`config.mk`:
```
export PLATFORM = sky130hd
export DESIGN_NAME = spi_byte_sequencer
export DESIGN_NICKNAME = d
export VERILOG_FILES = /design/src/rtl/spi_pkg.sv /design/src/rtl/spi_byte_sequencer_fifo.sv /design/src/rtl/spi_byte_sequencer.sv
export SDC_FILE = /design/constraint.sdc
export NUM_CORES = 1
export LEC_CHECK = 0
export BUFFER_PORTS_ARGS = -buffer_cell sky130_fd_sc_hd__buf_2
export CAP_MARGIN = 20
export CORE_MARGIN = 5
export CORE_UTILIZATION = 57
export CTS_CLUSTER_DIAMETER = 120
export DETAILED_ROUTE_END_ITERATION = 8
export MAX_ROUTING_LAYER = met4
export PLACE_DENSITY = 0.78
export RECOVER_POWER = 25
export REMOVE_ABC_BUFFERS = 1
export SETUP_SLACK_MARGIN = 0.3
export SYNTH_ARGS = -nofsm -noshare
export SYNTH_HDL_FRONTEND = slang
export SYNTH_SLANG_ARGS = --single-unit
```
`constraint.sdc`:
```
create_clock -name clock_in -period 2.6 [get_ports clock_in]
set_input_delay 0.13 -clock clock_in [delete_from_list [all_inputs] [get_ports clock_in]]
set_output_delay 0.13 -clock clock_in [all_outputs]
set_load 0.02 [all_outputs]
```
`src/rtl/spi_pkg.sv`:
```
// Shared types and constants for the SPI byte sequencer slice.
package spi_pkg;

  localparam int unsigned SPI_BYTE_W     = 8;
  localparam int unsigned SPI_BIT_CYCLES = 8;

  typedef enum logic [2:0] {
    IDLE,
    LOAD,
    SHIFT,
    UNLOAD,
    CAPTURE
  } spi_state_e;

endpackage

```
`src/rtl/spi_byte_sequencer_fifo.sv`:
```
// Synchronous circular-buffer FIFO; pointers carry one extra bit to tell full from empty.
module sync_fifo #(
  parameter int unsigned WIDTH = 8,
  parameter int unsigned DEPTH = 4
) (
  input  logic                     clock_in,
  input  logic                     reset,
  input  logic                     i_push,
  input  logic [WIDTH-1:0]         i_wdata,
  input  logic                     i_pop,
  output logic [WIDTH-1:0]         o_rdata,
  output logic                     o_full,
  output logic                     o_empty,
  output logic [$clog2(DEPTH):0]   o_level
);

  localparam int unsigned AW = $clog2(DEPTH);
  localparam int unsigned PW = AW + 1;

  logic [WIDTH-1:0] r_mem [DEPTH];
  logic [PW-1:0]    r_wr_ptr;
  logic [PW-1:0]    r_rd_ptr;
  logic [PW-1:0]    w_level;
  logic             w_push;
  logic             w_pop;

  assign w_level = r_wr_ptr - r_rd_ptr;
  assign o_level = w_level;
  assign o_full  = (w_level == PW'(DEPTH));
  assign o_empty = (r_wr_ptr == r_rd_ptr);
  assign o_rdata = r_mem[r_rd_ptr[AW-1:0]];

  // Guard locally so a stray request can never corrupt the pointers.
  assign w_push = i_push & ~o_full;
  assign w_pop  = i_pop  & ~o_empty;

  always_ff @(posedge clock_in or posedge reset) begin
    if (reset) begin
      r_wr_ptr <= '0;
      r_rd_ptr <= '0;
    end else begin
      if (w_push) r_wr_ptr <= r_wr_ptr + PW'(1);
      if (w_pop)  r_rd_ptr <= r_rd_ptr + PW'(1);
    end
  end

  always_ff @(posedge clock_in) begin
    if (w_push) r_mem[r_wr_ptr[AW-1:0]] <= i_wdata;
  end

endmodule

```
`src/rtl/spi_byte_sequencer.sv`:
```
// Feeds the SPI byte shifter from a TX FIFO and drains its result into an RX FIFO,
// driving the load/unload strobes with fixed 11-cycle framing per byte.
module spi_byte_sequencer
  import spi_pkg::*;
#(
  parameter int unsigned FIFO_DEPTH = 4,
  parameter int unsigned BIT_CYCLES = SPI_BIT_CYCLES
) (
  input  logic                          clock_in,
  input  logic                          reset,
  input  logic [SPI_BYTE_W-1:0]         i_tx_data,
  input  logic                          i_tx_valid,
  output logic                          o_tx_ready,
  output logic [SPI_BYTE_W-1:0]         o_rx_data,
  output logic                          o_rx_valid,
  input  logic                          i_rx_ready,
  output logic                          o_spi_load,
  output logic                          o_spi_unload,
  output logic [SPI_BYTE_W-1:0]         o_spi_datain,
  input  logic [SPI_BYTE_W-1:0]         i_spi_dataout,
  output logic                          o_busy,
  output logic [$clog2(FIFO_DEPTH):0]   o_tx_level,
  output logic [$clog2(FIFO_DEPTH):0]   o_rx_level
);

  localparam int unsigned LVL_W = $clog2(FIFO_DEPTH) + 1;
  localparam int unsigned CNT_W = $clog2(BIT_CYCLES + 1);

  spi_state_e              r_state;
  logic                    r_load;
  logic                    r_unload;
  logic                    r_busy;
  logic [SPI_BYTE_W-1:0]   r_datain;
  logic [CNT_W-1:0]        r_cnt;

  logic [SPI_BYTE_W-1:0]   w_tx_head;
  logic                    w_tx_full;
  logic                    w_tx_empty;
  logic                    w_rx_full;
  logic                    w_rx_empty;
  logic [LVL_W-1:0]        w_tx_level;
  logic [LVL_W-1:0]        w_rx_level;
  logic                    w_tx_push;
  logic                    w_rx_pop;
  logic                    w_start;

  assign w_tx_push    = i_tx_valid & ~w_tx_full;
  assign w_rx_pop     = i_rx_ready & ~w_rx_empty;
  assign o_tx_ready   = ~w_tx_full;
  assign o_rx_valid   = ~w_rx_empty;
  assign o_tx_level   = w_tx_level;
  assign o_rx_level   = w_rx_level;
  assign o_spi_load   = r_load;
  assign o_spi_unload = r_unload;
  assign o_spi_datain = r_datain;
  assign o_busy       = r_busy;

  // Start only with RX room for the result; a byte landing in CAPTURE counts as in flight.
  assign w_start = ~w_tx_empty & ~w_rx_full &
                   (({1'b0, w_rx_level} + (LVL_W+1)'(r_state == CAPTURE)) <
                    (LVL_W+1)'(FIFO_DEPTH));

  sync_fifo #(.WIDTH(SPI_BYTE_W), .DEPTH(FIFO_DEPTH)) u_tx_fifo (
    .clock_in (clock_in),
    .reset    (reset),
    .i_push   (w_tx_push),
    .i_wdata  (i_tx_data),
    .i_pop    (r_state == LOAD),
    .o_rdata  (w_tx_head),
    .o_full   (w_tx_full),
    .o_empty  (w_tx_empty),
    .o_level  (w_tx_level)
  );

  sync_fifo #(.WIDTH(SPI_BYTE_W), .DEPTH(FIFO_DEPTH)) u_rx_fifo (
    .clock_in (clock_in),
    .reset    (reset),
    .i_push   (r_state == CAPTURE),
    .i_wdata  (i_spi_dataout),
    .i_pop    (w_rx_pop),
    .o_rdata  (o_rx_data),
    .o_full   (w_rx_full),
    .o_empty  (w_rx_empty),
    .o_level  (w_rx_level)
  );

  // Strobes are set on the transition into their state so each is high for exactly that state.
  always_ff @(posedge clock_in or posedge reset) begin
    if (reset) begin
      r_state  <= IDLE;
      r_load   <= 1'b0;
      r_unload <= 1'b0;
      r_busy   <= 1'b0;
      r_datain <= '0;
      r_cnt    <= '0;
    end else begin
      r_load   <= 1'b0;
      r_unload <= 1'b0;
      case (r_state)
        IDLE: begin
          if (w_start) begin
            r_state  <= LOAD;
            r_load   <= 1'b1;
            r_busy   <= 1'b1;
            r_datain <= w_tx_head;
          end
        end
        LOAD: begin
          r_state <= SHIFT;
          r_cnt   <= '0;
        end
        SHIFT: begin
          r_cnt <= r_cnt + CNT_W'(1);
          if (r_cnt == CNT_W'(BIT_CYCLES - 1)) begin
            r_state  <= UNLOAD;
            r_unload <= 1'b1;
          end
        end
        UNLOAD: begin
          r_state <= CAPTURE;
        end
        CAPTURE: begin
          if (w_start) begin
            r_state  <= LOAD;
            r_load   <= 1'b1;
            r_datain <= w_tx_head;
          end else begin
            r_state <= IDLE;
            r_busy  <= 1'b0;
          end
        end
        default: begin
          r_state <= IDLE;
          r_busy  <= 1'b0;
        end
      endcase
    end
  end

endmodule

```
Yosys cells after proc, flatten, opt, wreduce, memory -nomap -nowiden:

Memories as Yosys holds them, arrays and structs flattened. A register that Yosys moved wholly into a read port is not among the register bits.
Cells that the tools add are included.

* bits in registers: 22
* RAM bits: 64
* bits of input ports: 20
* output and inout bits: 27
* logic and storage cells: 68
* memories kept: 2

* add/sub/neg operators: 8
* $lt $le $gt $ge: 1
* equal/unequal tests: 12
* muxes and demuxes: 16
* bitwise gates (word level): 13
* reduce and logical (&&, ||, !) cells: 7

Memory list
* u_rx_fifo.r_mem: depth 4, width 8, rd ports 1, clocked after memory_dff 0, wr ports 1, line spi_byte_sequencer_fifo.sv:20 `logic [WIDTH-1:0] r_mem [DEPTH];`
* u_tx_fifo.r_mem: depth 4, width 8, rd ports 1, clocked after memory_dff 1, wr ports 1, line spi_byte_sequencer_fifo.sv:20

Operator list (count)
* 3-bit one-hot mux with 5 select lines: 1
* 3-bit by 1-bit adder with 3-bit output (second input constant): 4
* 1-bit two-way mux: 11
* 3-bit == test (second input constant): 3
* 1-bit bitwise AND: 8
* 4-bit one-hot mux with 2 select lines: 1
* 3-bit by 2-bit == test with 1-bit output (second input constant): 2
* 3-bit == test: 2
* 3-bit two-way mux: 2
* 2-bit inequality test (second input constant): 3
* 3-bit subtractor: 2
* 1-bit inverter: 5
* 3-bit by 1-bit adder with 4-bit output: 1
* 4-bit by 1-bit adder with 4-bit output (second input constant): 1
* 4-bit by 3-bit == test with 1-bit output (second input constant): 1
* 4-bit by 3-bit less-than comparator with 1-bit output (second input constant): 1
* 2-bit AND reduction: 2
* 3-bit by 1-bit == test with 1-bit output (second input constant): 1
* 3-bit zero test: 1
* 1-bit one-hot mux with 3 select lines: 1
* 3-bit AND reduction: 1
* 3-bit OR reduction: 1
* 2-bit nonzero test: 1
* 2-bit OR reduction: 1

Depth between registers and ports, before layout:

Gate-level depths: netlist of run 1.

* depth in word-level cells: 7
* depth in mapped cells: 7
* mapped depth without buffers: 7

Modules after synthesis:

From an unflattened synthesis of run 1, not the netlist that was laid out.

* cells, all modules: 252
* area total of the unflattened synthesis: 4111.4 um2

Modules (own cells, without submodules)
* sync_fifo at u_rx_fifo: instances 1, cells an instance 90, area each 1641.6 um2, sequential area each 1111.1 um2
* sync_fifo at u_tx_fifo: instances 1, cells an instance 89, area each 1639.1 um2, sequential area each 1111.1 um2
* spi_byte_sequencer: instances 1, cells an instance 73, area each 830.8 um2, sequential area each 450.4 um2

Least setup slack after synthesis of run 1:

No wires, ideal clock.

* path kind: register to register
* start point: reg u_rx_fifo.r_wr_ptr[0]
* end point: mem u_rx_fifo.r_mem[3][0] (enable)
* setup time: 339 ps
* arrival: 2062 ps
* required time: 2261 ps
* setup slack: 199 ps
* cell stages (with the launch flop): 7
* path buffers: 0
* period minus slack after synthesis: 2401 ps
* path through: dfrtp_1 > inv_1 > ha_1 > fa_1 > xor3_2 > a31oi_1 > and2_1

* cells in the longest elaborated chain, start to end: 6

Ends and longest elaborated chain
* from (decl): line spi_byte_sequencer_fifo.sv:21 `logic [PW-1:0] r_wr_ptr;`
* from (signal assigned): line spi_byte_sequencer_fifo.sv:42 `if (w_push) r_wr_ptr <= r_wr_ptr + PW'(1);`
* 3-bit subtractor: line spi_byte_sequencer_fifo.sv:27 `assign w_level = r_wr_ptr - r_rd_ptr;`
* via o_rx_level[2]: line spi_byte_sequencer.sv:23 `output logic [$clog2(FIFO_DEPTH):0] o_rx_level`
* 3-bit == test: line spi_byte_sequencer_fifo.sv:29 `assign o_full = (w_level == PW'(DEPTH));`
* 1-bit inverter: line spi_byte_sequencer_fifo.sv:34 `assign w_push = i_push & ~o_full;`
* 1-bit bitwise AND: line spi_byte_sequencer_fifo.sv:34
* 1-bit two-way mux: line spi_byte_sequencer_fifo.sv:48 `if (w_push) r_mem[r_wr_ptr[AW-1:0]] <= i_wdata;`
* 1-bit two-way mux (implied by the code): line spi_byte_sequencer_fifo.sv:48
* to (decl): line spi_byte_sequencer_fifo.sv:20

The timed path passes the listed nets, and every way through them passes these cells.

Worst setup path in the final report of run 1:

* start point: reg u_rx_fifo.r_wr_ptr[0]
* end point: reg r_datain[7] (netlist: o_spi_datain[7])

* cells in the longest elaborated chain, start to end: 6
* elaborated cells between the ends (all ways): 8
* those cells by class: add/sub (2); order compare (1); eq/ne (1); bitwise (3); reduce/logical (1)

Ends and longest elaborated chain
* 3-bit subtractor (*): line spi_byte_sequencer_fifo.sv:27
* branches (longest 3 deep; another with 3-bit by 1-bit adder with 4-bit output)
* 1-bit bitwise AND (*): line spi_byte_sequencer.sv:59 `assign w_start = ~w_tx_empty & ~w_rx_full &`
* 2-bit AND reduction (no line) (*)
* to (signal assigned): line spi_byte_sequencer.sv:105 `r_datain <= w_tx_head;`
* to (signal assigned): line spi_byte_sequencer.sv:126 `r_datain <= w_tx_head;`
* to (decl): line spi_byte_sequencer.sv:33 `logic [SPI_BYTE_W-1:0] r_datain;`

Every way passes the cells marked *.
A chain may end at the register's enable or synchronous reset.

==> flow_summary.yaml, run 1 <==
detailed_routing:
  drc: 0
  ant_nets: 0
  wl_mm: 6.56
  m1WireLength_mm: 2.78
  wl_met2_mm: 3.43
  firstDrtPassIters: 6
  vias_per_cell: 5.35
  post_drt_wl_per_cell_um: 16.6
  drt_iter0_markers: 61
  top_layer_used: "met4"
  wl_met3_um: 220
  vias: 2114
clocking:
  cts_root_buf: "clkbuf_8"
  clk_pin_slew_ps: 90
  cts_sinks: 94
  clock_latency_ps: 350
  cts_tree: "done"
  cts_htree_levels: 3
  clk_path_buf_depth: 2
  numCtsBuffers: 9
placed_design:
  portBuffers: 46
  place_ws_ps: 105
  place_congestion: 0.758
  place_inst: 356
  dp.final_hpwl_mm: 4.54
pwr:
  vdd_ir_drop_max_uv: 976
  leakage_nw: 1.87
  swShare: 0.382
  powerDensity_nw_per_um2: 1230
  seq_power_share: 0.375
  p_switching_w: 0.00223
  internal_power_w: 0.00360
  comb_power_share: 0.475
  pwr-share-clk: 0.150
timing:
  setup_viol: 0
  period_share: 0.864
  period_minus_slack_ps: 2250
  relSlewSlack: 0.646
  worstMarginPinSlew_ps: 528
  rsz0062_at_grt: "true"
  hold_viol_final: 0
  final.setup.worst_slack_ps: 354
  skew_ps: 11.1
  maxSlewViolCount: 0
  clock.fmax_mhz: 445
cells_and_area:
  area_growth_pct: 20.2
  final_core_util: 0.699
  nNetsFinal: 347
  layout.cells.non_filler: 395
  regArea_sq_um: 2670
  drive_above_1_share: 0.343
  n_antenna_cell: 0
  multi_input_area_sq_um: 1210
  num-fill-cells: 454
setup_path:
  path_cells: "inv_2 > ha_2 > fa_2 > xor3_2 > a311oi_4 > nand2_2 > mux2_2"
  cp.arrival_ps: 2490
  max_stage_delay_ps: 420
  crit_type: "flop to flop"
  start_kind: "flop"
  cp_slowest_cell: "a311oi_4"
  critPathCaptureType: "flop"
  cp_max_fo: 4
  cp.required_ps: 2840
synthesis:
  ys_types: 33
  yosys_warnings: 0
  syn_area_per_cell_sq_um: 17.4
  ys_seq_area_frac: 0.680
  ys_ff_latch: 94
  syn_inst: 226
  syn_area_sq_um: 3930
floorplanning:
  rows: 30
  die-width_um: 93.0
  die_area_sq_um: 8660
  die_h_um: 93.0
  coreArea_sq_um: 6760
  ios: 47
  start_util: 0.582
outcome:
  status: "finished clean"
global_route:
  overflow: 0
  grt_pass1_wl_mm: 10.8
  grt_max_degree: 31
  grt_pass1_vias: 2238
  antenna_found_initial: 0
  grtUsageTotal: 0.167
worst_hold_path:
  hold_path.class: "input pin to flop"
flow_run:
  drv_cap: 0
-- cell type report --
cell class / instances / area share
tap: 80 / 0.0212
timing repair buffer: 79 / 0.106
clock buffer: 9 / 0.0262
clock inverter: 7 / 0.0124
multi-input combinational: 112 / 0.257
sequential: 94 / 0.566
inverter: 14 / 0.0111
-- registers in the layout, indices dropped and copies added, names as in the netlist --
signal              cells
r_state                 3
o_spi_unload            1
r_cnt                   4
u_rx_fifo.r_wr_ptr      3
u_tx_fifo.r_mem        32
u_rx_fifo.r_rd_ptr      3
u_tx_fifo.r_rd_ptr      3
o_spi_datain            8
u_rx_fifo.r_mem        32
o_spi_load              1
u_tx_fifo.r_wr_ptr      3
o_busy                  1
-- cells in the mapped netlist (all sizes together) --
library cell,instances,area (sq um)
edfxtp,64,1920
dfrtp,30,751
mux4,16,360
ha,15,188
inv,14,52.6
mux2,10,113
nand2,10,45.0
o21ai,9,45.0
xnor2,8,70.1
clkbuf,6,22.5
a21oi,5,25.0
nand3,5,25.0
and2,4,25.0
and3,4,25.0
nor2,4,15.0
xor2,3,26.3
a21o,2,16.3
a311oi,2,35.0
a31oi,2,12.5
fa,2,40.0
nor4,2,12.5
xor3,2,48.8
a21boi,1,7.51
a41oi,1,8.76
buf,1,11.3
nand2b,1,6.26
nor3,1,5.00
nor4b,1,8.76
or3b,1,8.76
-- critical path, delay by kind of cell, from the launching register on --
family          cells  cell delay (ps)
fa+ha+maj           2              510
compound gates      1              420
flops               1              390
mux                 1              310
xor+xnor            1              280
simple gates        1              170
buf+inv             1               70
-- what timing repair did --
action / 4_1_cts / 5_1_grt
hold endpoints to repair: 93 / 0
gates resized for setup: 10 / 7
hold buffers: 17 / 0
endpoints found under the setup margin: 63 / 43
cloned: 0 / 1
buffers inserted: 0 / 5
pin swaps: 1 / 2
-- logic make-up after synthesis --
logic type	Yosys count	synth area share
and+or+nand+nor	33	0.0449
AOI/OAI and AO/OA	22	0.0382
xor gates and xnor gates	13	0.0369
muxes	26	0.120
adders and majority gates	17	0.0579
buffers and inverters	21	0.0220
DFF	94	0.680
-- final timing paths --
check                                 startpoint                     to  slack [ps]  cells after the start
min in group asynchronous                  reset                 o_busy         400                      4
max in group asynchronous                  reset        o_spi_datain[5]        1910                      4
max                        u_rx_fifo.r_wr_ptr[0]        o_spi_datain[7]         350                      7
min                                   i_rx_ready  u_rx_fifo.r_rd_ptr[2]          70                      3
min reg2reg                             r_cnt[3]           o_spi_unload         500                      1
max reg2reg                u_rx_fifo.r_wr_ptr[0]        o_spi_datain[7]         350                      7
-- per-layer routing --
layer | up-vias | global-route usage
met5 | - | -
met4 | 0 | 0.0818
met3 | 11 | 0.0330
met2 | 38 | 0.278
met1 | 1043 | 0.197
li1 | 1022 | -
-- power by group through the flow --
stage               Sequential (W)  Combinational, W  Clock (W)
detailed placement         0.00223           0.00259          0
global placement           0.00221           0.00252          0
floorplan                  0.00240           0.00163          0
CTS                        0.00219           0.00265   0.000901
finish                     0.00219           0.00276   0.000874
global route               0.00223           0.00301   0.000970
-- per-stage QoR --
stage | area [sq um] | TNS (ps) | hold slack, ps | power (W)
after global placement | 4310 | 0 | 228 | 0.00474
after CTS | 4690 | 0 | 56.9 | 0.00575
final | 4720 | 0 | 71.6 | 0.00582
after floorplan | 3900 | -36.1 | 221 | 0.00403
after global routing | 4720 | 0 | 68.9 | 0.00621
after detailed placement | 4310 | 0 | 227 | 0.00482
-- cells in the final DEF, fill, tap and decap left out, types with 2 or more instances in the layout --
| cell type | synthesis | layout |
|---|---|---|
| nor4_1 | 2 | 2 |
| ha_1 | 15 | 14 |
| and2_4 | 0 | 4 |
| nand3_1 | 5 | 5 |
| clkbuf_8 | 0 | 9 |
| and3_2 | 0 | 3 |
| a31oi_2 | 0 | 2 |
| dlygate4sd3_1 | 0 | 17 |
| xnor2_1 | 8 | 8 |
| inv_1 | 14 | 13 |
| buf_2 | 0 | 32 |
| a21oi_1 | 5 | 5 |
| xor2_1 | 3 | 3 |
| buf_4 | 0 | 16 |
| clkbuf_1 | 6 | 14 |
| nand2_1 | 9 | 9 |
| edfxtp_1 | 64 | 64 |
| mux2_2 | 10 | 9 |
| clkinvlp_4 | 0 | 4 |
| dfrtp_1 | 30 | 30 |
| nor2_1 | 4 | 4 |
| mux4_2 | 16 | 16 |
| o21ai_0 | 9 | 9 |
Note: power is estimated with default switching activity, not from simulation.
==> inputs of run 2 (changes only) <==
--- a/config.mk
+++ b/config.mk
@@ -5,14 +5,16 @@
 export SDC_FILE = /design/constraint.sdc
 export NUM_CORES = 1
 export LEC_CHECK = 0
+export ABC_AREA = 1
 export BUFFER_PORTS_ARGS = -buffer_cell sky130_fd_sc_hd__buf_2
 export CAP_MARGIN = 20
 export CORE_MARGIN = 5
-export CORE_UTILIZATION = 57
+export CORE_UTILIZATION = 58
 export CTS_CLUSTER_DIAMETER = 120
 export DETAILED_ROUTE_END_ITERATION = 8
+export GPL_TIMING_DRIVEN = 0
 export MAX_ROUTING_LAYER = met4
-export PLACE_DENSITY = 0.78
+export PLACE_DENSITY = 0.79
 export RECOVER_POWER = 25
 export REMOVE_ABC_BUFFERS = 1
 export SETUP_SLACK_MARGIN = 0.3
==> run 2 against run 1 <==
Routed wire length up 38%; first-iteration DRC count up 130%; global-route usage up 5.3 points; clock-buffer cell count unchanged; hold slack about the same; non-clock buffer count down 4; die area up 1.8%; sequential power up 4%; via count up 38%; cell area up 6.6%; critical path type unchanged; largest power group unchanged; highest routed layer unchanged.
==> flow_summary.yaml, run 2 <==
clocking:
  clk_path_buf_depth: 2
  cts_htree_levels: 3
  cts_root_buf: "clkbuf_8"
  cts_tree: "done"
  numCtsBuffers: 9
  clk_pin_slew_ps: 90
  cts_sinks: 94
  clock_latency_ps: 350
timing:
  maxSlewViolCount: 0
  period_share: 0.851
  setup_viol: 0
  relSlewSlack: 0.644
  worstMarginPinSlew_ps: 534
  clock.fmax_mhz: 452
  period_minus_slack_ps: 2210
  rsz0062_at_grt: "false"
  final.setup.worst_slack_ps: 387
  hold_viol_final: 0
  skew_ps: 12.4
  worst_hold_slack_ps: 72.0
synthesis:
  ys_ff_latch: 94
  synthArstFlopShare: 0.319
  synth-edff-count: 64
  syn_area_sq_um: 4080
  syn_area_per_cell_sq_um: 11.5
  ys_types: 26
  ys.flop_type: "edfxtp_1"
  synth.area.top_cells: "edfxtp_1, dfrtp_1, nand2_1, nor2_1, ha_1"
  syn_inst: 354
  synth_commonest_cells: "edfxtp_1, nand2_1, nor2_1"
  synth_top_cell_by_area: "edfxtp_1"
  ys_seq_area_frac: 0.655
  yosysTopAreaCellShare: 0.471
  yosys_warnings: 0
  synth.most_common_cell: "edfxtp_1"
pwr:
  powerDensity_nw_per_um2: 1330
  pwr-share-clk: 0.172
  swShare: 0.437
  leakage_nw: 2.11
  internal_power_w: 0.00377
  fin_total_pwr_w: 0.00670
  p_switching_w: 0.00293
  comb_power_share: 0.489
  vdd_ir_drop_max_uv: 698
  seq_power_share: 0.339
setup_path:
  cp.required_ps: 2630
  cp.arrival_ps: 2240
  start_kind: "flop"
  crit_type: "flop to flop"
  critPathCaptureType: "flop"
  cp_max_fo: 8
  reg2reg_slack_ps: 390
floorplanning:
  start_util: 0.598
  die_h_um: 93.9
  die-width_um: 93.9
  ios: 47
  coreArea_sq_um: 6830
  die_area_sq_um: 8820
  rows: 30
global_route:
  grt_max_degree: 23
  grt_pass1_vias: 2929
  grtUsageTotal: 0.221
  overflow: 0
  antenna_found_initial: 0
  grt_pass1_wl_mm: 14.4
outcome:
  status: "finished clean"
placed_design:
  dp.final_hpwl_mm: 5.46
  place_congestion: 0.821
  place_ws_ps: -209
  place_inst: 493
  portBuffers: 46
detailed_routing:
  drc: 0
  wl_mm: 9.02
  ant_nets: 0
  firstDrtPassIters: 4
  post_drt_wl_per_cell_um: 16.8
  vias_per_cell: 5.42
  drt_iter0_markers: 140
  vias: 2914
cells_and_area:
  layout.cells.non_filler: 538
  final_common_cell: "edfxtp_1"
  nNetsFinal: 474
  final_core_util: 0.737
  n_antenna_cell: 0
  drive_above_1_share: 0.213
  area_growth_pct: 23.3
  final_cell_mix: "edfxtp_1, nand2_1, nor2_1"
worst_hold_path:
  hold_path.class: "input pin to flop"
flow_run:
  drv_cap: 0
==> run 2: changes by cell type in the layout (fill, tap and decap cells not counted), moves of 9 or more <==
cell     previous run  this run
inv_1              13        30
mux2_2              9         0
mux4_2             16         0
nand2_1             9        56
nand3_1             5        18
nor2_1              4        45
nor2_4              0        10
o21ai_0             9        33
o22ai_1             0        16
==> run 2: path summary, 6_finish.rpt <==
path,start,end,cells past startpoint
hold / removal,i_tx_valid,u_tx_fifo.r_wr_ptr[2],3
max in group asynchronous,reset,u_tx_fifo.r_rd_ptr[0],4
hold reg to reg,r_cnt[3],r_cnt[3],1
min in group asynchronous,reset,u_tx_fifo.r_wr_ptr[1],3
setup / recovery,u_tx_fifo.r_wr_ptr[0],u_tx_fifo.r_mem[1][3],8
setup reg to reg,u_tx_fifo.r_wr_ptr[0],u_tx_fifo.r_mem[1][3],8
==> run 2: power groups by stage <==
stage,sequential [W],clock (W),combinational [W]
after floorplan,0.00233,0,0.00193
after global placement,0.00233,0,0.00264
after detailed placement,0.00235,0,0.00276
after CTS,0.00232,0.00117,0.00289
after global routing,0.00231,0.00123,0.00363
final,0.00227,0.00115,0.00327
==> run 2: layer usage <==
layer  up-vias  track usage  part of all wire
li1       1376            -                 -
met1      1439        0.265              0.39
met2        87        0.377              0.54
met3        12       0.0393             0.054
met4         0       0.0770             0.014
met5         -            -                 0
==> run 2: cells by family after synthesis <==
group | count (synthesis) | share of synthesized area
flip-flops | 94 | 0.655
XOR/XNOR | 7 | 0.0169
adder cells (fa/ha/maj) | 17 | 0.0558
buffers and inverters | 38 | 0.0371
AO/OA/AOI/OAI | 57 | 0.0788
AND/OR/NAND/NOR | 141 | 0.157
==> run 2: cell type report <==
type	instances	area, sq um
clock buffer	9	124
clock inverter	7	120
fill	462	1800
inverter	34	140
multi-input combinational	223	1330
sequential	94	2680
tap	96	120
timing repair buffer	75	517
==> run 2: worst max-delay path, cell delays in order, from the launching register on <==
cell and delay, ps:
dfrtp_1 420, inv_1 150, ha_1 190, fa_1 440, nand2_1 100, inv_1 50
nand2_2 120, nand2_4 130, nor2_4 290
==> run 2: repair_timing <==
action                                  CTS  global route
endpoints found under the setup margin   74            77
setup buffers                             2            10
endpoints found under the hold margin    63             0
cloned                                    0             1
resized for setup                        20             7
hold buffers                             16             0
pin swaps                                 1             5
==> run 2: stage by stage <==
stage,area (sq um),setup TNS (ps)
after global placement,4410,-6720
final,5030,0
after detailed placement,4440,-10260
after global routing,5030,0
after floorplan,4060,0
after CTS,4930,0
